===== src/rtl/core_sequencer_if.sv =====
// -----------------------------------------------------------------------------
// core_sequencer_if
//
// Purpose: bundles the stage code, the handshake pairs and the decode flags
// that run between core_sequencer and the rest of the core.
//
// Modports:
//   master - the sequencer: drives state, request/enable pulses and halted,
//            samples ready/done/valid, decode flags and debug controls
//   slave  - the surrounding core (or a testbench): the reverse directions
//
// Signals:
//   state[2:0]            stage code (0 FETCH .. 5 HALT)
//   imem_req/imem_ready   instruction fetch handshake, instr_we load pulse
//   use_fpu .. writef     registered decode flags
//   fpu_start/fpu_done    FPU launch / result valid
//   dmem_req/dmem_ready   data memory handshake
//   io_rx_valid/io_rx_pop UART RX byte consume
//   io_tx_ready/io_tx_push UART TX byte push
//   rf_we/frf_we/pc_we    writeback enables
//   halt_req/resume/halted debug halt path
// -----------------------------------------------------------------------------
interface core_sequencer_if;
  logic [2:0] state;
  logic       imem_req;
  logic       imem_ready;
  logic       instr_we;
  logic       use_fpu;
  logic       mem_read;
  logic       mem_write;
  logic       data_in;
  logic       data_out;
  logic       reg_write;
  logic       writef;
  logic       fpu_start;
  logic       fpu_done;
  logic       dmem_req;
  logic       dmem_ready;
  logic       io_rx_valid;
  logic       io_rx_pop;
  logic       io_tx_ready;
  logic       io_tx_push;
  logic       rf_we;
  logic       frf_we;
  logic       pc_we;
  logic       halt_req;
  logic       resume;
  logic       halted;

  modport master (
    output state, imem_req, instr_we, fpu_start, dmem_req, io_rx_pop,
           io_tx_push, rf_we, frf_we, pc_we, halted,
    input  imem_ready, use_fpu, mem_read, mem_write, data_in, data_out,
           reg_write, writef, fpu_done, dmem_ready, io_rx_valid,
           io_tx_ready, halt_req, resume
  );

  modport slave (
    input  state, imem_req, instr_we, fpu_start, dmem_req, io_rx_pop,
           io_tx_push, rf_we, frf_we, pc_we, halted,
    output imem_ready, use_fpu, mem_read, mem_write, data_in, data_out,
           reg_write, writef, fpu_done, dmem_ready, io_rx_valid,
           io_tx_ready, halt_req, resume
  );
endinterface


===== src/rtl/core_sequencer.sv =====
// -----------------------------------------------------------------------------
// core_sequencer
//
// Purpose: multi-cycle control FSM of the core. Walks FETCH -> DECODE ->
// EXEC -> [MEM] -> WRITE, stretching stages over the instruction-memory,
// FPU, UART and data-memory handshakes, gates the register-file / PC write
// enables and offers a debug HALT / resume path.
//
// Ports:
//   clk          core clock
//   rst          asynchronous, active-high reset; forces every output low
//   bus          core_sequencer_if.master (stage code, handshakes, flags)
//   cycle_cnt    32-bit count of non-HALT cycles     (SEQ_PERF_CNT_EN only)
//   instret_cnt  32-bit count of WRITE cycles        (SEQ_PERF_CNT_EN only)
//
// Optional feature: define SEQ_PERF_CNT_EN to add the two performance
// counters and their ports. Without it the ports and counters are absent.
// -----------------------------------------------------------------------------
module core_sequencer (
  input  logic                    clk,
  input  logic                    rst,
  core_sequencer_if.master        bus
`ifdef SEQ_PERF_CNT_EN
  ,
  output logic [31:0]             cycle_cnt,
  output logic [31:0]             instret_cnt
`endif
);

  typedef enum logic [2:0] {
    ST_FETCH  = 3'd0,
    ST_DECODE = 3'd1,
    ST_EXEC   = 3'd2,
    ST_MEM    = 3'd3,
    ST_WRITE  = 3'd4,
    ST_HALT   = 3'd5
  } state_t;

  state_t state_reg, state_next;

  // High during the first EXEC cycle only; DECODE always leads into EXEC.
  logic exec_first_reg;

  // Decode flags captured on the first EXEC cycle.
  logic lat_use_fpu_reg, lat_mem_read_reg, lat_mem_write_reg;
  logic lat_data_in_reg, lat_data_out_reg, lat_reg_write_reg, lat_writef_reg;

  // On the first EXEC cycle the latches are not loaded yet, so decisions
  // look at the live decode flags; afterwards they use the latched copies
  // (data_in/data_out are cleared by decode after that cycle).
  logic eff_use_fpu, eff_mem_read, eff_mem_write, eff_data_in, eff_data_out;
  logic cls_fpu, cls_in, cls_out;
  logic exec_done;

  assign eff_use_fpu   = exec_first_reg ? bus.use_fpu   : lat_use_fpu_reg;
  assign eff_mem_read  = exec_first_reg ? bus.mem_read  : lat_mem_read_reg;
  assign eff_mem_write = exec_first_reg ? bus.mem_write : lat_mem_write_reg;
  assign eff_data_in   = exec_first_reg ? bus.data_in   : lat_data_in_reg;
  assign eff_data_out  = exec_first_reg ? bus.data_out  : lat_data_out_reg;

  // Class priority FPU > IN > OUT > plain.
  assign cls_fpu = eff_use_fpu;
  assign cls_in  = ~eff_use_fpu & eff_data_in;
  assign cls_out = ~eff_use_fpu & ~eff_data_in & eff_data_out;

  // fpu_done in the launch cycle belongs to an older operation, so it is
  // ignored there; plain instructions finish in their first EXEC cycle.
  always_comb begin
    if (cls_fpu)      exec_done = bus.fpu_done & ~exec_first_reg;
    else if (cls_in)  exec_done = bus.io_rx_valid;
    else if (cls_out) exec_done = bus.io_tx_ready;
    else              exec_done = 1'b1;
  end

  // State register and flag latches.
  always_ff @(posedge clk or posedge rst) begin
    if (rst) begin
      state_reg         <= ST_FETCH;
      exec_first_reg    <= 1'b0;
      lat_use_fpu_reg   <= 1'b0;
      lat_mem_read_reg  <= 1'b0;
      lat_mem_write_reg <= 1'b0;
      lat_data_in_reg   <= 1'b0;
      lat_data_out_reg  <= 1'b0;
      lat_reg_write_reg <= 1'b0;
      lat_writef_reg    <= 1'b0;
    end else begin
      state_reg      <= state_next;
      exec_first_reg <= (state_reg == ST_DECODE);
      if (state_reg == ST_EXEC && exec_first_reg) begin
        lat_use_fpu_reg   <= bus.use_fpu;
        lat_mem_read_reg  <= bus.mem_read;
        lat_mem_write_reg <= bus.mem_write;
        lat_data_in_reg   <= bus.data_in;
        lat_data_out_reg  <= bus.data_out;
        lat_reg_write_reg <= bus.reg_write;
        lat_writef_reg    <= bus.writef;
      end
    end
  end

  // Next state and outputs. rst holds every output low, even though the
  // registered state already reads FETCH while reset is asserted.
  always_comb begin
    state_next     = state_reg;
    bus.state      = 3'd0;
    bus.imem_req   = 1'b0;
    bus.instr_we   = 1'b0;
    bus.fpu_start  = 1'b0;
    bus.dmem_req   = 1'b0;
    bus.io_rx_pop  = 1'b0;
    bus.io_tx_push = 1'b0;
    bus.rf_we      = 1'b0;
    bus.frf_we     = 1'b0;
    bus.pc_we      = 1'b0;
    bus.halted     = 1'b0;
    if (!rst) begin
      bus.state = state_reg;
      case (state_reg)
        ST_FETCH: begin
          bus.imem_req = 1'b1;
          if (bus.imem_ready) begin
            bus.instr_we = 1'b1;
            state_next   = ST_DECODE;
          end
        end
        ST_DECODE: state_next = ST_EXEC;
        ST_EXEC: begin
          bus.fpu_start = exec_first_reg & cls_fpu;
          if (exec_done) begin
            bus.io_rx_pop  = cls_in;
            bus.io_tx_push = cls_out;
            state_next = (eff_mem_read | eff_mem_write) ? ST_MEM : ST_WRITE;
          end
        end
        ST_MEM: begin
          bus.dmem_req = 1'b1;
          if (bus.dmem_ready) state_next = ST_WRITE;
        end
        ST_WRITE: begin
          bus.pc_we  = 1'b1;
          bus.rf_we  = lat_reg_write_reg & ~lat_writef_reg;
          bus.frf_we = lat_writef_reg;
          // The only point where a debug halt request is honoured.
          state_next = bus.halt_req ? ST_HALT : ST_FETCH;
        end
        ST_HALT: begin
          bus.halted = 1'b1;
          if (bus.resume) state_next = ST_FETCH;
        end
        default: state_next = ST_FETCH;  // codes 6-7 recover to FETCH
      endcase
    end
  end

`ifdef SEQ_PERF_CNT_EN
  logic [31:0] cycle_cnt_reg;
  logic [31:0] instret_cnt_reg;

  // Both counters wrap naturally at 32 bits.
  always_ff @(posedge clk or posedge rst) begin
    if (rst) begin
      cycle_cnt_reg   <= 32'd0;
      instret_cnt_reg <= 32'd0;
    end else begin
      if (state_reg != ST_HALT) cycle_cnt_reg <= cycle_cnt_reg + 32'd1;
      if (state_reg == ST_WRITE) instret_cnt_reg <= instret_cnt_reg + 32'd1;
    end
  end

  assign cycle_cnt   = rst ? 32'd0 : cycle_cnt_reg;
  assign instret_cnt = rst ? 32'd0 : instret_cnt_reg;
`endif

endmodule

===== src/flat_wrapper.sv =====
// flat-port wrapper written by rule: the top's interface ports become plain ports
module core_sequencer_flat 
  (clk, rst, bus_state, bus_imem_req, bus_instr_we, bus_fpu_start, bus_dmem_req, bus_io_rx_pop, bus_io_tx_push, bus_rf_we, bus_frf_we, bus_pc_we, bus_halted, bus_imem_ready, bus_use_fpu, bus_mem_read, bus_mem_write, bus_data_in, bus_data_out, bus_reg_write, bus_writef, bus_fpu_done, bus_dmem_ready, bus_io_rx_valid, bus_io_tx_ready, bus_halt_req, bus_resume);
  core_sequencer_if bus_i ();
  input  logic clk;
  input  logic rst;
  output wire logic [$bits(bus_i.state)-1:0] bus_state;
  output wire logic [$bits(bus_i.imem_req)-1:0] bus_imem_req;
  output wire logic [$bits(bus_i.instr_we)-1:0] bus_instr_we;
  output wire logic [$bits(bus_i.fpu_start)-1:0] bus_fpu_start;
  output wire logic [$bits(bus_i.dmem_req)-1:0] bus_dmem_req;
  output wire logic [$bits(bus_i.io_rx_pop)-1:0] bus_io_rx_pop;
  output wire logic [$bits(bus_i.io_tx_push)-1:0] bus_io_tx_push;
  output wire logic [$bits(bus_i.rf_we)-1:0] bus_rf_we;
  output wire logic [$bits(bus_i.frf_we)-1:0] bus_frf_we;
  output wire logic [$bits(bus_i.pc_we)-1:0] bus_pc_we;
  output wire logic [$bits(bus_i.halted)-1:0] bus_halted;
  input wire logic [$bits(bus_i.imem_ready)-1:0] bus_imem_ready;
  input wire logic [$bits(bus_i.use_fpu)-1:0] bus_use_fpu;
  input wire logic [$bits(bus_i.mem_read)-1:0] bus_mem_read;
  input wire logic [$bits(bus_i.mem_write)-1:0] bus_mem_write;
  input wire logic [$bits(bus_i.data_in)-1:0] bus_data_in;
  input wire logic [$bits(bus_i.data_out)-1:0] bus_data_out;
  input wire logic [$bits(bus_i.reg_write)-1:0] bus_reg_write;
  input wire logic [$bits(bus_i.writef)-1:0] bus_writef;
  input wire logic [$bits(bus_i.fpu_done)-1:0] bus_fpu_done;
  input wire logic [$bits(bus_i.dmem_ready)-1:0] bus_dmem_ready;
  input wire logic [$bits(bus_i.io_rx_valid)-1:0] bus_io_rx_valid;
  input wire logic [$bits(bus_i.io_tx_ready)-1:0] bus_io_tx_ready;
  input wire logic [$bits(bus_i.halt_req)-1:0] bus_halt_req;
  input wire logic [$bits(bus_i.resume)-1:0] bus_resume;
  assign bus_state = bus_i.state;
  assign bus_imem_req = bus_i.imem_req;
  assign bus_instr_we = bus_i.instr_we;
  assign bus_fpu_start = bus_i.fpu_start;
  assign bus_dmem_req = bus_i.dmem_req;
  assign bus_io_rx_pop = bus_i.io_rx_pop;
  assign bus_io_tx_push = bus_i.io_tx_push;
  assign bus_rf_we = bus_i.rf_we;
  assign bus_frf_we = bus_i.frf_we;
  assign bus_pc_we = bus_i.pc_we;
  assign bus_halted = bus_i.halted;
  assign bus_i.imem_ready = bus_imem_ready;
  assign bus_i.use_fpu = bus_use_fpu;
  assign bus_i.mem_read = bus_mem_read;
  assign bus_i.mem_write = bus_mem_write;
  assign bus_i.data_in = bus_data_in;
  assign bus_i.data_out = bus_data_out;
  assign bus_i.reg_write = bus_reg_write;
  assign bus_i.writef = bus_writef;
  assign bus_i.fpu_done = bus_fpu_done;
  assign bus_i.dmem_ready = bus_dmem_ready;
  assign bus_i.io_rx_valid = bus_io_rx_valid;
  assign bus_i.io_tx_ready = bus_io_tx_ready;
  assign bus_i.halt_req = bus_halt_req;
  assign bus_i.resume = bus_resume;
  core_sequencer u_core (.clk(clk), .rst(rst), .bus(bus_i));
endmodule

===== config.mk =====
export PLATFORM = sky130hd
export DESIGN_NAME = core_sequencer_flat
export DESIGN_NICKNAME = d
export VERILOG_FILES = /design/src/rtl/core_sequencer_if.sv /design/src/rtl/core_sequencer.sv /design/src/flat_wrapper.sv
export SDC_FILE = /design/constraint.sdc
export NUM_CORES = 1
export LEC_CHECK = 0
export CORE_ASPECT_RATIO = 0.9
export CORE_MARGIN = 2
export CORE_UTILIZATION = 42
export CTS_CLUSTER_DIAMETER = 200
export CTS_CLUSTER_SIZE = 28
export DETAILED_ROUTE_END_ITERATION = 6
export GPL_TIMING_DRIVEN = 0
export PLACE_DENSITY = 0.79
export SLEW_MARGIN = 20
export SYNTH_ARGS = -nofsm -noshare
export SYNTH_HDL_FRONTEND = slang
export SYNTH_SLANG_ARGS = --single-unit

===== constraint.sdc =====
create_clock -name clk -period 1.8 [get_ports clk]
set_input_delay 0.45 -clock clk [delete_from_list [all_inputs] [get_ports clk]]
set_output_delay 0.45 -clock clk [all_outputs]
set_load 0.02 [all_outputs]

==> metrics.md <==
| Metric | Value |
|---|---|
| Number of diodes | `0` |
| Met2 Use GR | `0.389` |
| Final Max Tran Viols | `0` |
| Final min period | `2.21 ns` |
| Number of DRC markers in iteration 0 | `17` |
| Initial antenna violation count | `0` |
| Met3 usage | `0.0507` |
| Number of global-route vias before repair | `822` |
| Synthesis Warnings | `0` |
| Worst-path clk slew | `0.07 ns` |
| Critical Path Sink Type | `output port` |
| Die ar. | `2150 um2` |
| Setup WS post-layout | `-0.406 ns` |
| Die Y | `44.2 um` |
| Standard-cell rows | `14` |
| Syn Std Cell Area | `753 um2` |
| Worst setup path endpoint | `bus_io_rx_pop` |
| Setup tns final | `-1.28 ns` |
| Worst slew margin | `0.683` |
| Root Buffer | `clkbuf_4` |
| Synth area leader | `dfrtp_1` |
| Maxcap violations | `0` |
| Total grt overflow | `0` |
| GRT Total Usage | `0.219` |
| FFs w/ async S/R, synth | `1.00` |
| Kind of start point of the critical path | `flop` |
| Placed cell area | `1110 um2` |
| Clk buf depth | `2` |
| Pleak | `0.605 nW` |
| Worst setup path class | `reg -> out` |
| Gpl congestion | `0.790` |
| Final Instance Area | `1330 um2` |
| Unrepaired setup endpoints after global routing | `yes` |
| Synth Instances | `84` |
| DR vias | `830` |
| Slowest stage delay, CP | `0.42 ns` |
| Core Box Area | `1680 um2` |
| Final setup vio count | `8` |
| Initial Utilization | `0.448` |
| Worst-path maximum fanout | `5` |
| Detailed Routing Iterations Pass 1 | `4` |
| Largest register FFs | `3` |
| Vias per cell | `5.32` |
| Seq/Total Area, Yosys | `0.365` |
| IO Pins | `29` |
| Final hold violations | `0` |
| Hold buffer count at cts | `0` |
| Finished Layout Cells | `156` |
| Top cell type's share of synthesized area | `0.365` |
| PwrDens | `1390 nW/um2` |
| Skew-Pair Late Insertion Delay | `0.27 ns` |
| RR Startpoint | `u_core.state_reg[0]$_DFFE_PP0P_` |
| Busiest grt layer | `met2` |
| Worst setup path startpoint | `u_core.exec_first_reg$_DFF_PP0_` |
| Met1 Track Usage GR | `0.270` |
| Peak supply drop | `0.879 mV` |
| Maximum clock rate | `453 MHz` |
| Largest net degree at the start of global routing | `11` |
| Critical Path, Cell by Cell | `buf_6, nor4b_4, o21bai_1, a31oi_1, or3b_4, nor2_4, buf_6` |
| Layout cells sized above 1 | `0.492` |
| Clk_skew | `0.00314 ns` |
| Failing checks | `setup timing` |
| HPWL after DPL | `1460 um` |
| Register area | `275 um2` |
| CTS buffer count | `3` |
| Tcrit/Tclk final | `1.23` |
| Reg2reg end | `u_core.state_reg[1]$_DFFE_PP0P_` |
| Slowest cell on crit path | `or3b_4` |
| Mapped Avg Cell Area | `8.97 um2` |
| Type of the worst min-delay path | `in -> async` |
| Most used DFF post-synth | `dfrtp_1` |
| Worst R2R Setup Slack | `0.02 ns` |
| CTS HTree Levels | `1` |
| Multi-input logic area | `532 um2` |
| Remaining antenna violation count | `0` |
| EDFF count, synth | `0` |
| Most common cell on crit path | `buf_6` |
| CP arrival | `1.76 ns` |
| Data required, critical path | `1.35 ns` |
| # fillers | `122` |
| Die W | `48.6 um` |
| DRC | `0` |
| Routed wire per std cell | `15.9 um` |
| Yosys reg bits | `11` |
| Slew @ Worst Pin | `0.470 ns` |
| Post-Syn Nets | `100` |
| Status | `complete, but fails checks` |
| Clock sink total | `11` |
| CTS tree | `done` |
| Area growth syn-to-layout | `76.4%` |
| Synth area leaders | `dfrtp_1 (37%), mux2_2 (9.0%), nor2_1 (5.5%), and2_1 (3.3%), nor2b_1 (3.3%)` |
| First-pass GRT wire length | `3550 um` |
| Setup slack at placement | `-1.25 ns` |
| Reg2Reg Depth | `7` |
| Synth unique cells | `33` |
| Final nets | `149` |
| Placed Cells | `136` |
| Port Buffer Count | `28` |
| Total wire length | `2490 um` |
==> worst min path at each step <==
stage | startpoint | endpoint | depth (start not counted)
3_3_place_gp | u_core.lat_mem_read_reg$_DFFE_PP0P_ | u_core.lat_mem_read_reg$_DFFE_PP0P_ | 1
2_1_floorplan | rst | u_core.exec_first_reg$_DFF_PP0_ | 1
4_1_cts | rst | u_core.state_reg[1]$_DFFE_PP0P_ | 3
5_1_grt | rst | u_core.exec_first_reg$_DFF_PP0_ | 3
6_report | rst | u_core.lat_data_out_reg$_DFFE_PP0P_ | 3
3_5_place_dp | u_core.lat_mem_write_reg$_DFFE_PP0P_ | u_core.lat_mem_write_reg$_DFFE_PP0P_ | 1
==> cell usage after synthesis (all sizes together), types with 2 or more instances <==
library cell and count:
nor3b 3, a21oi 3, o21bai 2, and2 5, nor3 2, buf 4, mux2 6, nor2b 4
dfrtp 11, o21ai 5, inv 4, nand2 6, and3 2, nor2 11
==> per-stage QoR <==
stage | power, mW | util | hold slack (ns)
floorplan | 1.07 | - | 0.253
global placement | 1.29 | 0.661 | 0.494
detailed placement | 1.32 | 0.661 | 0.506
CTS | 1.64 | 0.743 | 0.287
global route | 1.96 | 0.790 | 0.313
finish | 1.85 | 0.790 | 0.302
==> report_power, final <==
| part | total [mW] | switching, mW | internal (mW) | leakage, nW |
|---|---|---|---|---|
| logic | 1.20 | 0.556 | 0.649 | 0.454 |
| clock network | 0.168 | 0.0824 | 0.0858 | 0.0150 |
| registers | 0.480 | 0.115 | 0.364 | 0.136 |
| total | 1.85 | 0.754 | 1.10 | 0.605 |
==> repair_timing <==
item                       4_1_cts  5_1_grt
setup endpoints to repair       16       13
resized for setup               83       25
pin swaps                       10        8
hold endpoints to repair         0        0
buffers inserted                12        6
==> cells by family after synthesis <==
group                  share of synthesized area
AO/OA/AOI/OAI                              0.153
multiplexers                              0.0897
buffers and inverters                     0.0631
flip-flops                                 0.365
AND/OR/NAND/NOR                            0.329
==> metal layers <==
layer / vias up / share of wire
li1: 395 / -
met1: 398 / 0.41
met2: 28 / 0.51
met3: 9 / 0.048
met4: 0 / 0.030
met5: - / 0
==> worst max-delay path: cells and delay by family (launching register included) <==
kind / cells / cell delay, ns
AO/OA/AOI/OAI: 2 / 0.26
AND/OR/NAND/NOR: 3 / 0.59
buffers and inverters: 2 / 0.25
flip-flops: 1 / 0.38
==> layout by cell type, fill, tap and decap left out, types with 3 or more instances in the layout <==
cell type	count
a21oi_1	3
and2_1	4
buf_2	3
buf_4	14
buf_6	14
clkbuf_2	3
clkbuf_4	3
clkdlybuf4s50_1	8
dfrtp_1	11
dlygate4sd2_1	3
mux2_2	6
nand2_1	5
nor2_1	7
nor2_4	3
nor2b_1	4
o21ai_0	3
==> area by class of cell <==
class / count / share of cell area
Buffer: 4 / 0.0292
Clock buffer: 4 / 0.0198
Inverter: 4 / 0.0141
Multi-Input combinational cell: 64 / 0.400
Sequential cell: 11 / 0.207
Tap cell: 24 / 0.0226
Timing Repair Buffer: 45 / 0.307
Note: power is estimated with default switching activity, not from simulation.
